[src/rtl/fp_stream_pkg.sv]
// Shared types for the FP operand stream blocks.
// Used by the operand join, the adder LI wrapper and later stream stages.
package fp_stream_pkg;

  localparam int FP_WIDTH = 32;

  typedef logic [FP_WIDTH-1:0] fp_word_t;

  typedef struct packed {
    fp_word_t a;
    fp_word_t b;
  } fp_pair_t;

endpackage

[src/rtl/fp_stream_fifo.sv]
// Small synchronous FIFO for one operand stream.
// It has push, pop and flush inputs, and it exposes the head entry and the occupancy.
module fp_stream_fifo
  import fp_stream_pkg::*;
#(
  parameter int WIDTH = FP_WIDTH,
  parameter int DEPTH = 4
) (
  input  logic                       clk,
  input  logic                       reset,
  input  logic                       flush,
  input  logic                       push,
  input  logic [WIDTH-1:0]           push_data,
  input  logic                       pop,
  output logic [WIDTH-1:0]           head_data,
  output logic [$clog2(DEPTH):0]     count
);

  localparam int PTR_W = $clog2(DEPTH);
  localparam int CNT_W = PTR_W + 1;

  logic [WIDTH-1:0] mem_q [DEPTH];
  logic [PTR_W-1:0] wr_ptr_q, wr_ptr_d;
  logic [PTR_W-1:0] rd_ptr_q, rd_ptr_d;
  logic [CNT_W-1:0] count_q, count_d;

  // Pointers wrap naturally because DEPTH is a power of two.
  always_comb begin
    wr_ptr_d = wr_ptr_q;
    rd_ptr_d = rd_ptr_q;
    count_d  = count_q;
    if (flush) begin
      wr_ptr_d = '0;
      rd_ptr_d = '0;
      count_d  = '0;
    end else begin
      if (push) wr_ptr_d = wr_ptr_q + PTR_W'(1);
      if (pop)  rd_ptr_d = rd_ptr_q + PTR_W'(1);
      count_d = count_q + CNT_W'(push) - CNT_W'(pop);
    end
  end

  always_ff @(posedge clk) begin
    if (reset) begin
      wr_ptr_q <= '0;
      rd_ptr_q <= '0;
      count_q  <= '0;
    end else begin
      wr_ptr_q <= wr_ptr_d;
      rd_ptr_q <= rd_ptr_d;
      count_q  <= count_d;
    end
  end

  always_ff @(posedge clk) begin
    if (push && !flush) mem_q[wr_ptr_q] <= push_data;
  end

  assign head_data = mem_q[rd_ptr_q];
  assign count     = count_q;

endmodule

[src/rtl/fp_operand_join.sv]
// Joins two operand streams into one {a,b} pair stream for the FP adder wrapper.
// The k-th A is always paired with the k-th B. Input ready never depends on out_ready.
module fp_operand_join
  import fp_stream_pkg::*;
#(
  parameter int WIDTH = FP_WIDTH,
  parameter int DEPTH = 4
) (
  input  logic                   clk,
  input  logic                   reset,
  input  logic [WIDTH-1:0]       a_data,
  input  logic                   a_valid,
  output logic                   a_ready,
  input  logic [WIDTH-1:0]       b_data,
  input  logic                   b_valid,
  output logic                   b_ready,
  input  logic                   flush,
  output logic [WIDTH-1:0]       out_a,
  output logic [WIDTH-1:0]       out_b,
  output logic                   out_valid,
  input  logic                   out_ready,
  output logic [$clog2(DEPTH):0] a_count,
  output logic [$clog2(DEPTH):0] b_count,
  output logic [31:0]            pair_count
);

  localparam int CNT_W = $clog2(DEPTH) + 1;

  logic [WIDTH-1:0] a_head, b_head;
  logic [CNT_W-1:0] a_cnt, b_cnt;
  logic             a_push, b_push, load, out_hs;

  logic             out_valid_q, out_valid_d;
  logic [WIDTH-1:0] out_a_q, out_a_d;
  logic [WIDTH-1:0] out_b_q, out_b_d;
  logic [31:0]      pair_count_q, pair_count_d;

  fp_stream_fifo #(.WIDTH(WIDTH), .DEPTH(DEPTH)) u_fifo_a (
    .clk       (clk),
    .reset     (reset),
    .flush     (flush),
    .push      (a_push),
    .push_data (a_data),
    .pop       (load),
    .head_data (a_head),
    .count     (a_cnt)
  );

  fp_stream_fifo #(.WIDTH(WIDTH), .DEPTH(DEPTH)) u_fifo_b (
    .clk       (clk),
    .reset     (reset),
    .flush     (flush),
    .push      (b_push),
    .push_data (b_data),
    .pop       (load),
    .head_data (b_head),
    .count     (b_cnt)
  );

  // Ready comes only from registered occupancy. This keeps out_ready off the input path.
  always_comb begin
    a_ready = (a_cnt < CNT_W'(DEPTH)) && !reset && !flush;
    b_ready = (b_cnt < CNT_W'(DEPTH)) && !reset && !flush;
    a_push  = a_valid && a_ready;
    b_push  = b_valid && b_ready;
    out_hs  = out_valid_q && out_ready;
    load    = (a_cnt != '0) && (b_cnt != '0) && (!out_valid_q || out_ready) && !flush;
  end

  always_comb begin
    out_valid_d  = out_valid_q;
    out_a_d      = out_a_q;
    out_b_d      = out_b_q;
    pair_count_d = pair_count_q + (out_hs ? 32'd1 : 32'd0);
    if (flush) begin
      out_valid_d = 1'b0;
    end else if (load) begin
      out_valid_d = 1'b1;
      out_a_d     = a_head;
      out_b_d     = b_head;
    end else if (out_hs) begin
      out_valid_d = 1'b0;
    end
  end

  always_ff @(posedge clk) begin
    if (reset) begin
      out_valid_q  <= 1'b0;
      out_a_q      <= '0;
      out_b_q      <= '0;
      pair_count_q <= '0;
    end else begin
      out_valid_q  <= out_valid_d;
      out_a_q      <= out_a_d;
      out_b_q      <= out_b_d;
      pair_count_q <= pair_count_d;
    end
  end

  assign out_valid  = out_valid_q;
  assign out_a      = out_a_q;
  assign out_b      = out_b_q;
  assign pair_count = pair_count_q;
  assign a_count    = a_cnt;
  assign b_count    = b_cnt;

endmodule
[config.mk]
export PLATFORM = sky130hd
export DESIGN_NAME = fp_operand_join
export DESIGN_NICKNAME = d
export VERILOG_FILES = /design/src/rtl/fp_stream_pkg.sv /design/src/rtl/fp_stream_fifo.sv /design/src/rtl/fp_operand_join.sv
export SDC_FILE = /design/constraint.sdc
export NUM_CORES = 1
export LEC_CHECK = 0
export BUFFER_PORTS_ARGS = -buffer_cell sky130_fd_sc_hd__clkbuf_2
export CELL_PAD_IN_SITES_DETAIL_PLACEMENT = 1
export CELL_PAD_IN_SITES_GLOBAL_PLACEMENT = 1
export CORE_ASPECT_RATIO = 2
export CORE_MARGIN = 2
export CORE_UTILIZATION = 48
export DETAILED_ROUTE_END_ITERATION = 10
export PLACE_DENSITY_LB_ADDON = 0.1
export SETUP_SLACK_MARGIN = 0.4
export SYNTH_ARGS = -nofsm -noshare
export SYNTH_HDL_FRONTEND = slang
export SYNTH_SLANG_ARGS = --single-unit
[constraint.sdc]
create_clock -name clk -period 3.44 [get_ports clk]
set_clock_uncertainty 0.15 [all_clocks]
set_input_delay 0.344 -clock clk [delete_from_list [all_inputs] [get_ports clk]]
set_output_delay 0.344 -clock clk [all_outputs]
set_load 0.005 [all_outputs]
[Yosys cells after proc, flatten, opt, wreduce, memory -nomap -nowiden]
Memory sizes are Yosys's and may differ from the RTL's. A register that Yosys moved wholly into a read port is not among the register bits.
Cells that the tools add are included.
Operators by class
  bitwise operators: 1
  $lt $le $gt $ge: 2
  $add $sub $neg: 9
  reductions and logical operators: 21
  muxes and demuxes: 7
Operators with widths (number)
  32-bit by 1-bit adder with 32-bit output: 1
  1-bit logical AND: 12
  2-bit by 1-bit adder with 2-bit output, second input constant: 4
  1-bit 2-to-1 mux: 7
  3-bit by 1-bit adder with 3-bit output: 2
  3-bit less-than comparator, second input constant: 2
  3-bit nonzero test: 2
  3-bit by 1-bit subtractor with 3-bit output: 2
  1-bit logical NOT: 3
  2-bit AND reduction: 1
  2-bit nonzero test: 1
  2-bit OR reduction: 1
  1-bit logical OR: 1
  1-bit inverter: 1
Storage, ports and cells
  output and inout port bits: 105
  bits in writable memories: 256
  input bits: 70
  memories: 2
  bits in registers: 47
Memories
  u_fifo_a.mem_q: words 4, width 32, rd ports 1, clocked after Yosys merged registers in 1, wr ports 1, line fp_stream_fifo.sv:22  | logic [WIDTH-1:0] mem_q [DEPTH];
  u_fifo_b.mem_q: words 4, width 32, rd ports 1, clocked after Yosys merged registers in 1, wr ports 1, line fp_stream_fifo.sv:22

[Depth between registers and ports, before layout]
Gate-level depths: netlist (run 1).
  depth after elaboration: 7
  mapped depth: 13
  mapped depth without buffers: 11

[Hierarchy]
A second synthesis (run 1) with hierarchy kept.
Unflattened totals
  cell total of the unflattened synthesis: 893
  area, all modules: 14003.4 um2
Modules (own cells, without submodules)
  fp_stream_fifo: sequential area each 4023.9 um2, cells each 212, area each 5104.9 um2, times used 2
  fp_operand_join: sequential area each 1941.9 um2, cells each 469, area each 3793.6 um2, times used 1

[Worst setup path before layout (run 1)]
OpenSTA, ideal clock, no wires.
  kind: register -> register
  start point: reg u_fifo_b.count_q[2], in the netlist u_fifo_b.count[2]
  end point: reg u_fifo_a.count_q[2], in the netlist u_fifo_a.count[2]
  period minus slack after synthesis: 2785 ps
  required time: 3162 ps
  slack: 655 ps
  stages on the path, launching flop included: 14
  data arrival time: 2507 ps
  path buffers: 2
  setup time: 128 ps
  cells stage by stage: dfxtp_1 nor3_1 or4_1 buf_2 inv_2 buf_2 ha_1 inv_1 ha_1 inv_1 fa_1 xor2_1 xnor2_1 nor2_1
Between the ends
  word-level cells in the longest chain between the ends: 5
RTL lines
  from (decl): line fp_stream_fifo.sv:25  | logic [CNT_W-1:0] count_q, count_d;
  from (signal assigned): line fp_stream_fifo.sv:51  | count_q <= count_d;
  3-bit nonzero test: line fp_operand_join.sv:67  | load = (a_cnt != '0) && (b_cnt != '0) && (!out_valid_q || out_ready) && !flush;
  1-bit logical AND (3 in a row): line fp_operand_join.sv:67
  net load: line fp_operand_join.sv:31  | logic a_push, b_push, load, out_hs;
  3-bit by 1-bit subtractor with 3-bit output: line fp_stream_fifo.sv:39  | count_d = count_q + CNT_W'(push) - CNT_W'(pop);
  to (signal assigned): line fp_stream_fifo.sv:51
  to (decl): line fp_stream_fifo.sv:25
The timed path passes the listed nets, and every way through them passes these cells.
A chain may end at the register's enable or synchronous reset.

[Final worst setup path (run 1)]
  start point: reg u_fifo_b.count_q[1], in the netlist u_fifo_b.count[1]
  end point: reg u_fifo_a.count_q[2], in the netlist u_fifo_a.count[2]
Between the ends
  word-level cells in the longest chain between the ends: 5
RTL lines (line)
  3-bit nonzero test: fp_operand_join.sv:67
  1-bit logical AND (3 in a row): fp_operand_join.sv:67
  3-bit by 1-bit subtractor with 3-bit output: fp_stream_fifo.sv:39
Every way passes these cells.

==> run metrics, run 1 <==
Detailed Routing Iterations Pass 1=6; switching share of power=19.38%; Post-DP HPWL=19100 microns; Worst Setup Start Kind=flop; Synthesized Nets=968; power share of the clock group=44.9%; register area share after synthesis=71.98%; Leakage=5.833 nW; ys flop type=edfxtp_1; grt ovf=0; Die ar.=0.03013 sq mm; Final Hold Vio Count=0; CP Class=flop to flop; Clock Pin Slew Worst Setup and Hold Paths=0.07 ns; Unique masters post-synth=34; WL final=30640 microns; Worst Path Max Fanout=4; Yosys warning count=0; area leader, netlist=edfxtp_1; RSZ-0062 raised after global routing=false; WP data required=3.69 ns; most common library cells after synthesis=256 x edfxtp_1, 140 x nand2_1, 111 x dfxtp_1, 82 x a21oi_1, 64 x mux4_2; drt initial violations=306; Int Power=7.276 mW; antenna-violating nets left=0; number of synthesized register bits=367; Crit. End Element=flop; Post-synth EDFFs=256; Vias/cell=5.395; Critical Path AT=3.03 ns; Die Wd=123.8 microns; Top-Level Pins=175; largest net degree at the start of global routing=73; top-count cell post-synth=edfxtp_1; Skew-Pair Late Insertion Delay=0.53 ns; Post-CTS Setup Bufs=0; average size of a mapped cell=15.61 sq um; combinational share of power=2.4%; fin crit share=80.99%; clock buffers created by TritonCTS=34; Initial Utilization=48.83%; Max Clk Rate=0.3589 GHz; Post-DP Area=0.01499 sq mm; first-pass GRT wire length=48240 microns; H-tree depth=2; status=complete, no violations; vias in the first global route=8877; pwr/cell area=536.0 mW/mm^2; wire per inst=20.34 microns; max cap viols=0; Net Switching=1.749 mW; post_cts resized=0; Clock Sink Count=367; part of the power in registers=52.7%; asr flop ratio synth=0%; Max-Slew Margin vs Limit=36.30%; Synth top area share=55.84%; chip height=243.5 microns; setup TNS=0 ns; worst vdd ir=0.0007315 V; Area contributors post-synth=edfxtp_1 56%, dfxtp_1 16%, mux4_2 10%; Finish-stage setup viols=0; Least-Margin Pin Slew=0.9555 ns; Placer Congestion=0.7620; final instance area=0.01684 sq mm; Via Count=8125; initial antenna violation count=1; Port Buf Inserts=174; Area growth, synth to finish=22.30%; Row Count=87; post-synthesis cell area=0.01377 sq mm; nets=1209; hold crit path type=input pin to flop; Longest Clk Path Bufs=3; share of cells above drive strength 1=28.37%; Tot GR Track Use=21.30%; cts hold-fix bufs=64; Final Max Tran Viols=0; Root Driver=clkbuf_16; total core area=0.02819 sq mm; CTS tree=built; crit path time final=2.786 ns; DRC Markers=0; Synth Instances=882; fillers=2673
==> flip-flops by register name, summed over array words and instances (netlist names) <==
register,count
u_fifo_a.mem_q,128
out_b,32
pair_count,32
u_fifo_b.wr_ptr_q,2
u_fifo_b.rd_ptr_q,2
out_a,32
out_valid,1
u_fifo_b.mem_q,128
u_fifo_a.wr_ptr_q,2
u_fifo_b.count,3
u_fifo_a.count,3
u_fifo_a.rd_ptr_q,2
==> routing by layer <==
metal / vias up / part of all wire, % / GRT usage (%)
li1: 3775 / - / -
met1: 4135 / 35 / 22.07
met2: 164 / 58 / 41.29
met3: 51 / 3.6 / 3.418
met4: 0 / 3.2 / 8.021
met5: - / 0 / 0
==> critical path, cell delays in order, from the launching register on <==
cell and delay, ns:
dfxtp_1 0.43, nor3_1 0.09, or4_2 0.65, inv_2 0.11
ha_1 0.22, inv_1 0.06, ha_1 0.13, inv_1 0.05
fa_1 0.38, xor2_1 0.19, xnor2_1 0.13, nor2_1 0.05
==> stage by stage <==
step	setup slack [ns]	hold WS, ns	total power, mW	cells	utilization (%)
2_1_floorplan	0.6549	0.2929	4.914	882	-
3_3_place_gp	0.6541	0.2909	5.004	1379	53.16
3_5_place_dp	0.6199	0.2994	5.010	1379	53.16
4_1_cts	0.6274	0.01151	9.115	1505	59.71
5_1_grt	0.4907	0.03161	9.267	1506	59.72
6_report	0.6539	0.01642	9.025	1506	59.72
==> logic make-up after synthesis <==
| logic type | count (synthesis) | share of synthesized area, % |
|---|---|---|
| compound gates | 101 | 3.872 |
| xor+xnor | 20 | 1.272 |
| fa+ha+maj | 16 | 1.563 |
| buf+inv | 66 | 2.281 |
| flops | 367 | 71.98 |
| mux | 67 | 10.71 |
| simple gates | 245 | 8.325 |
==> path summary, 6_finish.rpt <==
| path | from | to | slack, ns | cells past startpoint |
|---|---|---|---|---|
| worst max-delay path | u_fifo_b.count[1] | u_fifo_a.count[2] | 0.65 | 11 |
| worst min register to register | out_a[6] | out_a[6] | 0.30 | 2 |
| worst min-delay path | flush | out_valid | 0.02 | 3 |
| worst max register to register | u_fifo_b.count[1] | u_fifo_a.count[2] | 0.65 | 11 |
==> area by class of cell <==
| type | count | area (sq um) | area share, % |
|---|---|---|---|
| Clock inverter | 20 | 301.5 | 1.791 |
| Tap cell | 356 | 445.4 | 2.645 |
| Antenna cell | 1 | 2.502 | 0.01486 |
| Sequential cell | 367 | 9915 | 58.88 |
| Inverter | 16 | 60.06 | 0.3567 |
| Timing Repair Buffer | 255 | 1654 | 9.824 |
| Clock buffer | 42 | 904.6 | 5.373 |
| Multi-Input combinational cell | 449 | 3555 | 21.11 |
==> placed cells by master, fill, tap and decap left out, types with 10 or more instances in the layout <==
master	count
dfxtp_1	107
dlygate4sd3_1	64
nand2_1	140
or4_1	10
ha_1	14
xor2_1	12
inv_1	15
mux4_2	64
edfxtp_1	256
nand3_1	14
clkbuf_16	34
buf_4	17
clkbuf_2	173
a21oi_1	82
o31ai_1	10
nor2_1	26
==> power groups by stage <==
stage / Clock, mW / Sequential [mW] / Combinational [mW]
after floorplan: 0 / 4.85 / 0.0634
after global placement: 0 / 4.85 / 0.155
after detailed placement: 0 / 4.85 / 0.159
after CTS: 4.14 / 4.75 / 0.221
after global routing: 4.27 / 4.75 / 0.239
final: 4.05 / 4.75 / 0.218
(Power assumes the default switching activity.)
==> run 2: changes to the inputs <==
- CORE_UTILIZATION: 48 -> 43
- clock period: 3.44 -> 2.5 ns (I/O delays scaled with it)
==> run 2 against run 1 <==
Cell count grew 7.6%. Wire length increased by 4.7%. Worst hold slack better by 0.049 ns. Largest power group unchanged. Register-to-register slack got worse by 0.58 ns. Total power increased by 38%. Worst setup slack worse by 0.58 ns. Sequential power up 38%. Non-clock buffer count up 45.
==> run metrics, run 2 (synthesized netlist as in run 1, its figures left out) <==
Root Driver=clkbuf_16; CP Class=flop to flop; Final Worst Setup Slack=0.07664 ns; Largest regs=u_fifo_a.mem_q (128), u_fifo_b.mem_q (128); Clock Pin Slew Worst Setup and Hold Paths=0.07 ns; first-pass GRT wire length=49640 microns; DRC Markers=0; Vias/cell=5.139; Initial Utilization=43.65%; clock buffers created by TritonCTS=35; worst vdd ir=0.0007560 V; Critical Path Max Stage Delay=0.53 ns; Die Wd=130.5 microns; Worst Path Max Fanout=3; CTS tree=built; Row Count=92; WL final=32080 microns; antenna-violating nets left=0; Leakage=6.164 nW; Post-DP HPWL=20520 microns; critical-path cell list=nor2b_4, or4_4, inv_4, ha_4, inv_4, ha_4, inv_2, fa_2, xor2_2, xnor2_1, nor2_1; CP bufs+invs=3; Finish-stage setup viols=0; Via Count=8331; most frequent cells in the layout=256 x edfxtp_1, 173 x clkbuf_2, 138 x nand2_1, 104 x dfxtp_1, 78 x a21oi_1; hold crit path type=input pin to flop; initial antenna violation count=2; pwr/cell area=702.6 mW/mm^2; final cell count without fillers=1621; chip height=257.0 microns; Max-Slew Margin vs Limit=40.92%; flop-to-flop setup slack=0.08 ns; Longest Clk Path Bufs=3; Port Buf Inserts=174; max cap viols=0; wire per inst=19.79 microns; Skew-Pair Late Insertion Delay=0.53 ns; crit path time final=2.423 ns; grt ovf=0; drt initial violations=324; worst hold slack=0.06522 ns; Crit. End Element=flop; Placement Setup Slack=-0.1960 ns; Critical Path AT=2.68 ns; Die ar.=0.03355 sq mm; nets=1255; Placer Congestion=0.7611; cell family with the largest share of critical-path delay=simple AND/OR/NAND/NOR gates; Final Hold Vio Count=0; setup TNS=0 ns; WP data required=2.76 ns; Max Clk Rate=0.4127 GHz; largest net degree at the start of global routing=100; Top-Level Pins=175; Least-Margin Pin Slew=0.8862 ns; fin crit share=96.93%; Tot GR Track Use=19.46%; total core area=0.03154 sq mm; Area growth, synth to finish=28.43%; commonest non-fill, non-tap cell in the layout=edfxtp_1; H-tree depth=2; dpl cells=1481; share of cells above drive strength 1=33.78%; CP max-delay cell=or4_4; RSZ-0062 raised after global routing=true; status=complete, no violations; vias in the first global route=9042; Detailed Routing Iterations Pass 1=4; Worst Setup Start Kind=flop; Clock Sink Count=367; Final Max Tran Viols=0
run 2: final cells by class:
type / count / area [sq um]
inverter: 16 / 67.56
multi-input combinational: 449 / 3729
fill: 3068 / 13860
timing repair buffer: 300 / 2213
clock buffer: 46 / 978.4
antenna: 2 / 5.005
tap: 423 / 529.3
sequential: 367 / 9918
clock inverter: 18 / 240.2
run 2: worst register-to-register path, cell delays in order, from the launching register on:
cell	delay, ns
dfxtp_2	0.32
nor2b_4	0.12
or4_4	0.53
inv_4	0.10
ha_4	0.21
inv_4	0.05
ha_4	0.12
inv_2	0.03
fa_2	0.35
xor2_2	0.16
xnor2_1	0.14
nor2_1	0.05
run 2: per-layer routing:
| metal | wire (microns) | up-vias | GRT usage (%) |
|---|---|---|---|
| li1 | - | 3872 | - |
| met1 | 11510 | 4242 | 20.15 |
| met2 | 18410 | 163 | 37.86 |
| met3 | 1175 | 54 | 3.430 |
| met4 | 990 | 0 | 6.915 |
| met5 | 0 | - | 0 |
run 2: timing repair:
item,4_1_cts,5_1_grt
hold endpoints to repair,259,0
gates resized for setup,26,11
buffers inserted,9,0
hold buffers,65,0
gates cloned,0,0
setup endpoints to repair,83,88
pin swaps,20,3
run 2: final timing paths:
| kind | startpoint | end | depth (start not counted) |
|---|---|---|---|
| worst max-delay path | out_valid | u_fifo_b.count[2] | 11 |
| worst min-delay path | flush | u_fifo_a.rd_ptr_q[0] | 3 |
| worst max register to register | out_valid | u_fifo_b.count[2] | 11 |
| worst min register to register | out_a[14] | out_a[14] | 2 |
run 2: power by group:
part | total, mW | switching (mW) | internal [mW]
Combinational | 0.321 | 0.160 | 0.162
Clock | 5.56 | 2.26 | 3.30
Sequential | 6.54 | 0.0107 | 6.53
Total | 12.4 | 2.43 | 10.0
run 2: stage by stage:
step                      total power [mW]  utilization, %  cell area (sq um)
final                                12.42           56.06              17680
after global routing                 12.80           56.06              17680
after CTS                            12.58           55.89              17630
after detailed placement             6.915           49.42              15590
after global placement               6.904           49.42              15590
after floorplan                      6.764               -              13840
